<file path="src/rtl/line_steer_ctrl.sv">
// Line-follow steering controller: turns per-frame centroid results into a saturated
// servo command with dropout hold / loss stop, and drives a glitch-free servo PWM.
module line_steer_ctrl #(
  parameter int IMG_W        = 640,
  parameter int PWM_PERIOD   = 1000000,
  parameter int SERVO_MIN    = 50000,
  parameter int SERVO_CENTER = 75000,
  parameter int SERVO_MAX    = 100000,
  parameter int KP_NUM       = 78,
  parameter int KP_SHIFT     = 0,
  parameter int DEADBAND     = 8,
  parameter int LOST_LIMIT   = 4
) (
  input  logic                            clk,
  input  logic                            rst,
  input  logic                            enable,
  input  logic [10:0]                     centroid_x,
  input  logic                            line_valid,
  input  logic                            line_lost,
  output logic [$clog2(PWM_PERIOD+1)-1:0] steer_cmd,
  output logic                            servo_pwm,
  output logic                            motor_en,
  output logic [1:0]                      state,
  output logic [11:0]                     error_px
);

  localparam int W  = $clog2(PWM_PERIOD + 1);
  localparam int CW = $clog2(LOST_LIMIT + 1);
  localparam logic [W-1:0] CENTER   = W'(SERVO_CENTER);
  localparam logic [W-1:0] PWM_LAST = W'(PWM_PERIOD - 1);

  if (!(SERVO_MIN <= SERVO_CENTER && SERVO_CENTER <= SERVO_MAX && SERVO_MAX <= PWM_PERIOD))
  begin : g_bad_servo_bounds
    $error("line_steer_ctrl: servo bounds must satisfy MIN <= CENTER <= MAX <= PWM_PERIOD");
  end
  if (LOST_LIMIT < 1 || KP_SHIFT < 0 || KP_SHIFT > 15 || KP_NUM < 0 || KP_NUM > 255)
  begin : g_bad_ctrl_params
    $error("line_steer_ctrl: LOST_LIMIT >= 1, KP_SHIFT in 0..15, KP_NUM in 0..255");
  end

  typedef enum logic [1:0] {
    S_IDLE  = 2'd0,
    S_TRACK = 2'd1,
    S_HOLD  = 2'd2,
    S_STOP  = 2'd3
  } state_t;

  // Clamp to the image, centre on the setpoint, and zero small errors.
  function automatic logic signed [11:0] deadband_err(input logic [10:0] x);
    logic signed [31:0] cx;
    logic signed [31:0] d;
    cx = $signed({21'd0, x});
    if (cx > IMG_W - 1) cx = IMG_W - 1;
    d = cx - IMG_W / 2;
    if (d <= DEADBAND && d >= -DEADBAND) d = 0;
    return 12'(d);
  endfunction

  function automatic logic signed [31:0] scale_err(input logic signed [11:0] e);
    logic signed [31:0] prod;
    prod = $signed({{20{e[11]}}, e}) * KP_NUM;
    return prod >>> KP_SHIFT;
  endfunction

  function automatic logic [W-1:0] sat_servo(input logic signed [31:0] t);
    logic signed [31:0] s;
    s = t;
    if (s < SERVO_MIN) s = SERVO_MIN;
    else if (s > SERVO_MAX) s = SERVO_MAX;
    return W'(s);
  endfunction

  // ---- stage 0 -> 1: frame acceptance and deadbanded error ----
  logic               vld_p1;
  logic               lost_p1;
  logic signed [11:0] err_p1;

  always_ff @(posedge clk) begin
    if (rst) vld_p1 <= 1'b0;
    else     vld_p1 <= line_valid & enable;
  end

  always_ff @(posedge clk) begin
    if (line_valid) begin
      lost_p1 <= line_lost;
      err_p1  <= deadband_err(centroid_x);
    end
  end

  // ---- stage 1 -> 2: gain, saturation and tracking FSM ----
  logic [W-1:0] tgt;
  assign tgt = sat_servo(SERVO_CENTER + scale_err(err_p1));

  state_t             state_q, state_d;
  logic [CW-1:0]      lost_q, lost_d;
  logic [W-1:0]       steer_q, steer_d;
  logic signed [11:0] err_q, err_d;
  logic               motor_q, motor_d;
  int                 lost_inc;

  always_ff @(posedge clk) begin
    if (rst) begin
      state_q <= S_IDLE;
      lost_q  <= '0;
      steer_q <= CENTER;
      err_q   <= '0;
      motor_q <= 1'b0;
    end else begin
      state_q <= state_d;
      lost_q  <= lost_d;
      steer_q <= steer_d;
      err_q   <= err_d;
      motor_q <= motor_d;
    end
  end

  always_comb begin
    state_d  = state_q;
    lost_d   = lost_q;
    steer_d  = steer_q;
    err_d    = err_q;
    lost_inc = (state_q == S_TRACK) ? 1 : int'(lost_q) + 1;
    if (!enable) begin
      // Dropping enable also discards whatever frame is still in flight.
      state_d = S_IDLE;
      lost_d  = '0;
      steer_d = CENTER;
    end else if (vld_p1) begin
      if (!lost_p1) begin
        state_d = S_TRACK;
        lost_d  = '0;
        steer_d = tgt;
        err_d   = err_p1;
      end else begin
        case (state_q)
          S_TRACK, S_HOLD: begin
            if (lost_inc >= LOST_LIMIT) begin
              state_d = S_STOP;
              lost_d  = CW'(LOST_LIMIT);
              steer_d = CENTER;
            end else begin
              state_d = S_HOLD;
              lost_d  = CW'(lost_inc);
            end
          end
          S_STOP: lost_d = CW'(LOST_LIMIT);
          default: ;
        endcase
      end
    end
    motor_d = (state_d == S_TRACK) || (state_d == S_HOLD);
  end

  // ---- PWM: width only reloads at the period boundary ----
  logic [W-1:0] pcnt_q, pcnt_d;
  logic [W-1:0] width_q, width_d;
  logic         pwm_q, pwm_d;
  logic         wrap;

  always_comb begin
    wrap    = (pcnt_q == PWM_LAST);
    pcnt_d  = wrap ? '0 : pcnt_q + W'(1);
    width_d = wrap ? steer_q : width_q;
    pwm_d   = (pcnt_q < width_q);
  end

  always_ff @(posedge clk) begin
    if (rst) begin
      pcnt_q  <= '0;
      width_q <= CENTER;
      pwm_q   <= 1'b0;
    end else begin
      pcnt_q  <= pcnt_d;
      width_q <= width_d;
      pwm_q   <= pwm_d;
    end
  end

  assign steer_cmd = steer_q;
  assign servo_pwm = pwm_q;
  assign motor_en  = motor_q;
  assign state     = state_q;
  assign error_px  = err_q;

endmodule

</file>
<file path="config.mk">
export PLATFORM = sky130hd
export DESIGN_NAME = line_steer_ctrl
export DESIGN_NICKNAME = d
export VERILOG_FILES = /design/src/rtl/line_steer_ctrl.sv
export SDC_FILE = /design/constraint.sdc
export NUM_CORES = 1
export LEC_CHECK = 0
export BUFFER_PORTS_ARGS = -buffer_cell sky130_fd_sc_hd__buf_2
export CAP_MARGIN = 15
export CELL_PAD_IN_SITES_DETAIL_PLACEMENT = 1
export CELL_PAD_IN_SITES_GLOBAL_PLACEMENT = 2
export CORE_ASPECT_RATIO = 1.1
export CORE_MARGIN = 2
export CORE_UTILIZATION = 34
export CTS_CLUSTER_SIZE = 30
export DETAILED_ROUTE_END_ITERATION = 16
export GPL_ROUTABILITY_DRIVEN = 0
export PLACE_DENSITY = 0.89
export SLEW_MARGIN = 20
export SYNTH_ARGS = -nofsm -noshare
export SYNTH_HDL_FRONTEND = slang
export SYNTH_SLANG_ARGS = --single-unit
</file>
<file path="constraint.sdc">
create_clock -name clk -period 4.8 [get_ports clk]
set_clock_uncertainty 0.05 [all_clocks]
set_input_delay 0 -clock clk [delete_from_list [all_inputs] [get_ports clk]]
set_output_delay 0 -clock clk [all_outputs]
set_load 0.005 [all_outputs]
</file>
==> metrics.txt <==
die height=151 µm; DRC errors left=0; Die ar.=20,700 µm²; first-pass GRT wire length=around 33,000 µm; slowest stage cell on the critical path=fa_1; Util after Layout=0.479; TritonCTS buffer count=9; vias in the first global route=around 6,700; Hold Path Stages=3; Reg clk slew, reported paths=0.07 ns; top-area cell type share of the netlist area=0.235; HP Class=in2reg; H-tree depth=3; top_reg_cell synth=dfxtp_1; drt via density=around 5.2; status=finished, violations left; CTS tree=done; Clock Path Buffers=2; GRT Total Usage=0.209; f_max=around 190 MHz; clock root cell=clkbuf_16; Die X=137 µm; cell taking the most area after synthesis=dfxtp_1; register area=1950 µm²; area of the mapped netlist=~6600 µm²; Rel. slew slack=0.359; io pins=52; RSZ-0062 raised after global routing=yes; Async S/R FF share, synth=0; FF-to-FF End=steer_cmd[4]; Cells after Synth=762; Yosys warning count=0; worst reg2reg path startpoint=err_p1[4]; placed cell count=1,124; CP Depth=19; commonest non-fill, non-tap cell in the layout=buf_4; Worst-Skew Late Latency=approximately 0.38 ns; initial drt markers=~210; synth top area cells=dfxtp_1 (24%), ha_1 (13%), edfxtp_1 (5.9%), fa_1 (5.7%), nor2_1 (5.7%); Req. time, crit path=5.02 ns; CORE AREA=19,100 µm²; pre-CTS setup slack=-0.740 ns; fin crit share=1.09; Seq cells post-synth=91; Setup Viol. Count Final=16; maxcap violations=0; Initial Util=0.347; R2R cell count=19; final worst slack=-0.434 ns; Multi-input gate area=between 5000 and 6000 µm²; violated checks=setup timing; most frequent cells in the layout=buf_4 (104), nor2_1 (98), dfxtp_1 (78); Placement Cell Area=7890 µm²; WS Path Type=reg2reg; Row Count=53; First-pass DRT Iterations=4; Hold Vio Cnt, Final=0; r2r setup slk=-0.43 ns; fin area=9160 µm²; CP dominant cell by count=ha_1; CP top delay family=adder cells; n_diodes=0; share of cells above drive strength 1=0.327; post-synth net total=866; crit path max fanout=4; Worst Hold Launch=centroid_x[8]; crit path capture type=register; final wirelength=22,200 µm; Arrival @ worst endpoint=5.45 ns; Critical Path, Cell by Cell=buf_4 -> ha_1 -> ha_1 -> ha_1 -> inv_1 -> fa_1 -> inv_2 -> ha_4 -> a21o_1 -> or3_4 -> a221oi_4 -> o32ai_4 -> buf_4 -> and2_4 -> a211o_1 -> a211oi_4 -> a211oi_2 -> or3_1 -> o22a_1; Post-synth EDFFs=13; vias=6,180; CP max stage delay=around 0.54 ns; crit path time final=5.23 ns; pin count of the biggest net entering global routing=27; Final HPWL DP=14,500 µm; Slew Viols, Final=0; grt ovf=0; antenna violations before repair=0; Worst-Margin Slew=0.960 ns; FILL cells=2,204; synth unique cells=84; antenna viol nets, final=0; post-synthesis average cell area=8.71 µm²; fin cells=between 1,000 and 1,500; Layout area overhead=38.0%; port buffer count=50; crit path launch type=register; WL/cell=18.8 µm; # nets final=1,033; sequential cell area fraction in the yosys report=0.294; buffers plus inverters on the worst setup path=4; Min-Delay Endpoint=err_p1[8]; Num Clock Sinks=91
-- worst min-delay path, stage by stage --
cell	delay, ns
buf_2	0.14
nand3_1	0.09
a21oi_1	0.07
-- what timing repair did --
action,in CTS,in global routing
hold endpoints to repair,10,0
hold buffers,9,0
pin swaps,52,33
gates resized for setup,59,62
setup endpoints to repair,16,16
buffers inserted,24,11
-- Yosys cell counts, types with 3 or more instances --
library cell and n:
buf_2 5, o21ai_0 18, nor3_1 8, xor2_1 18
a31oi_1 4, o21ai_1 5, a22o_1 6, o21a_1 4
a21oi_1 44, a211oi_1 9, or2_2 5, dfxtp_1 78
a21o_1 17, a21boi_1 3, nand3_1 20, or3_1 5
edfxtp_1 13, and2_1 10, nand2b_1 5, mux2i_1 18
nand4_1 11, o211ai_1 12, nor4_1 4, nor2_1 100
fa_1 19, xnor2_1 20, and3_1 9, inv_1 78
nor2b_1 9, a211o_1 4, ha_1 69, nand2_1 52
clkbuf_1 11, nor3_2 3, o221a_1 3, nor4b_1 3
-- metal layers --
metal  routed length, µm  vias to the layer above  GRT usage
met2               12400                       93      0.410
met1                8580                     3044      0.215
met4                 721                        0     0.0814
li1                    -                     2999          -
met3                 577                       44     0.0380
met5                   0                        -          0
-- stage by stage --
step / setup TNS [ns] / hold slack [ns]
6_report: -4.73 / 0.0448
5_1_grt: -7.20 / 0.0799
4_1_cts: -2.27 / 0.0333
3_5_place_dp: -7.48 / 0.140
3_3_place_gp: -5.16 / 0.139
2_1_floorplan: -1.45 / 0.0489
-- cell type report --
type                       count  area share
clock buffer                  10      0.0261
clock inverter                 6     0.00519
inverter                      79      0.0324
multi-input combinational    572       0.550
sequential                    91       0.213
tap                          247      0.0337
timing repair buffer         176       0.139
-- sequential cells by signal (all words and copies together), names as in the netlist, 2 cells and up --
signal	count
error_px	12
width_q	19
lost_q	3
state	2
steer_cmd	19
err_p1	12
pcnt_q	20
-- cells by family after synthesis --
logic type      Yosys count  synth area share
compound gates          165             0.185
other cells               2           0.00113
buf+inv                  99            0.0586
xor+xnor                 40            0.0560
flops                    91             0.294
simple gates            258             0.189
fa+ha+maj                88             0.187
mux                      19            0.0288
-- how the worst max path moves through the flow --
stage / to / from
4_1_cts: steer_cmd[10] / err_p1[10]
2_1_floorplan: steer_cmd[9] / err_p1[7]
5_1_grt: steer_cmd[4] / err_p1[4]
3_5_place_dp: steer_cmd[6] / err_p1[6]
6_report: steer_cmd[4] / err_p1[4]
3_3_place_gp: steer_cmd[6] / err_p1[6]
Power is left out: the tool's default activity adds up to more than one toggle a clock period on the data nets, which glitch-free logic cannot reach.
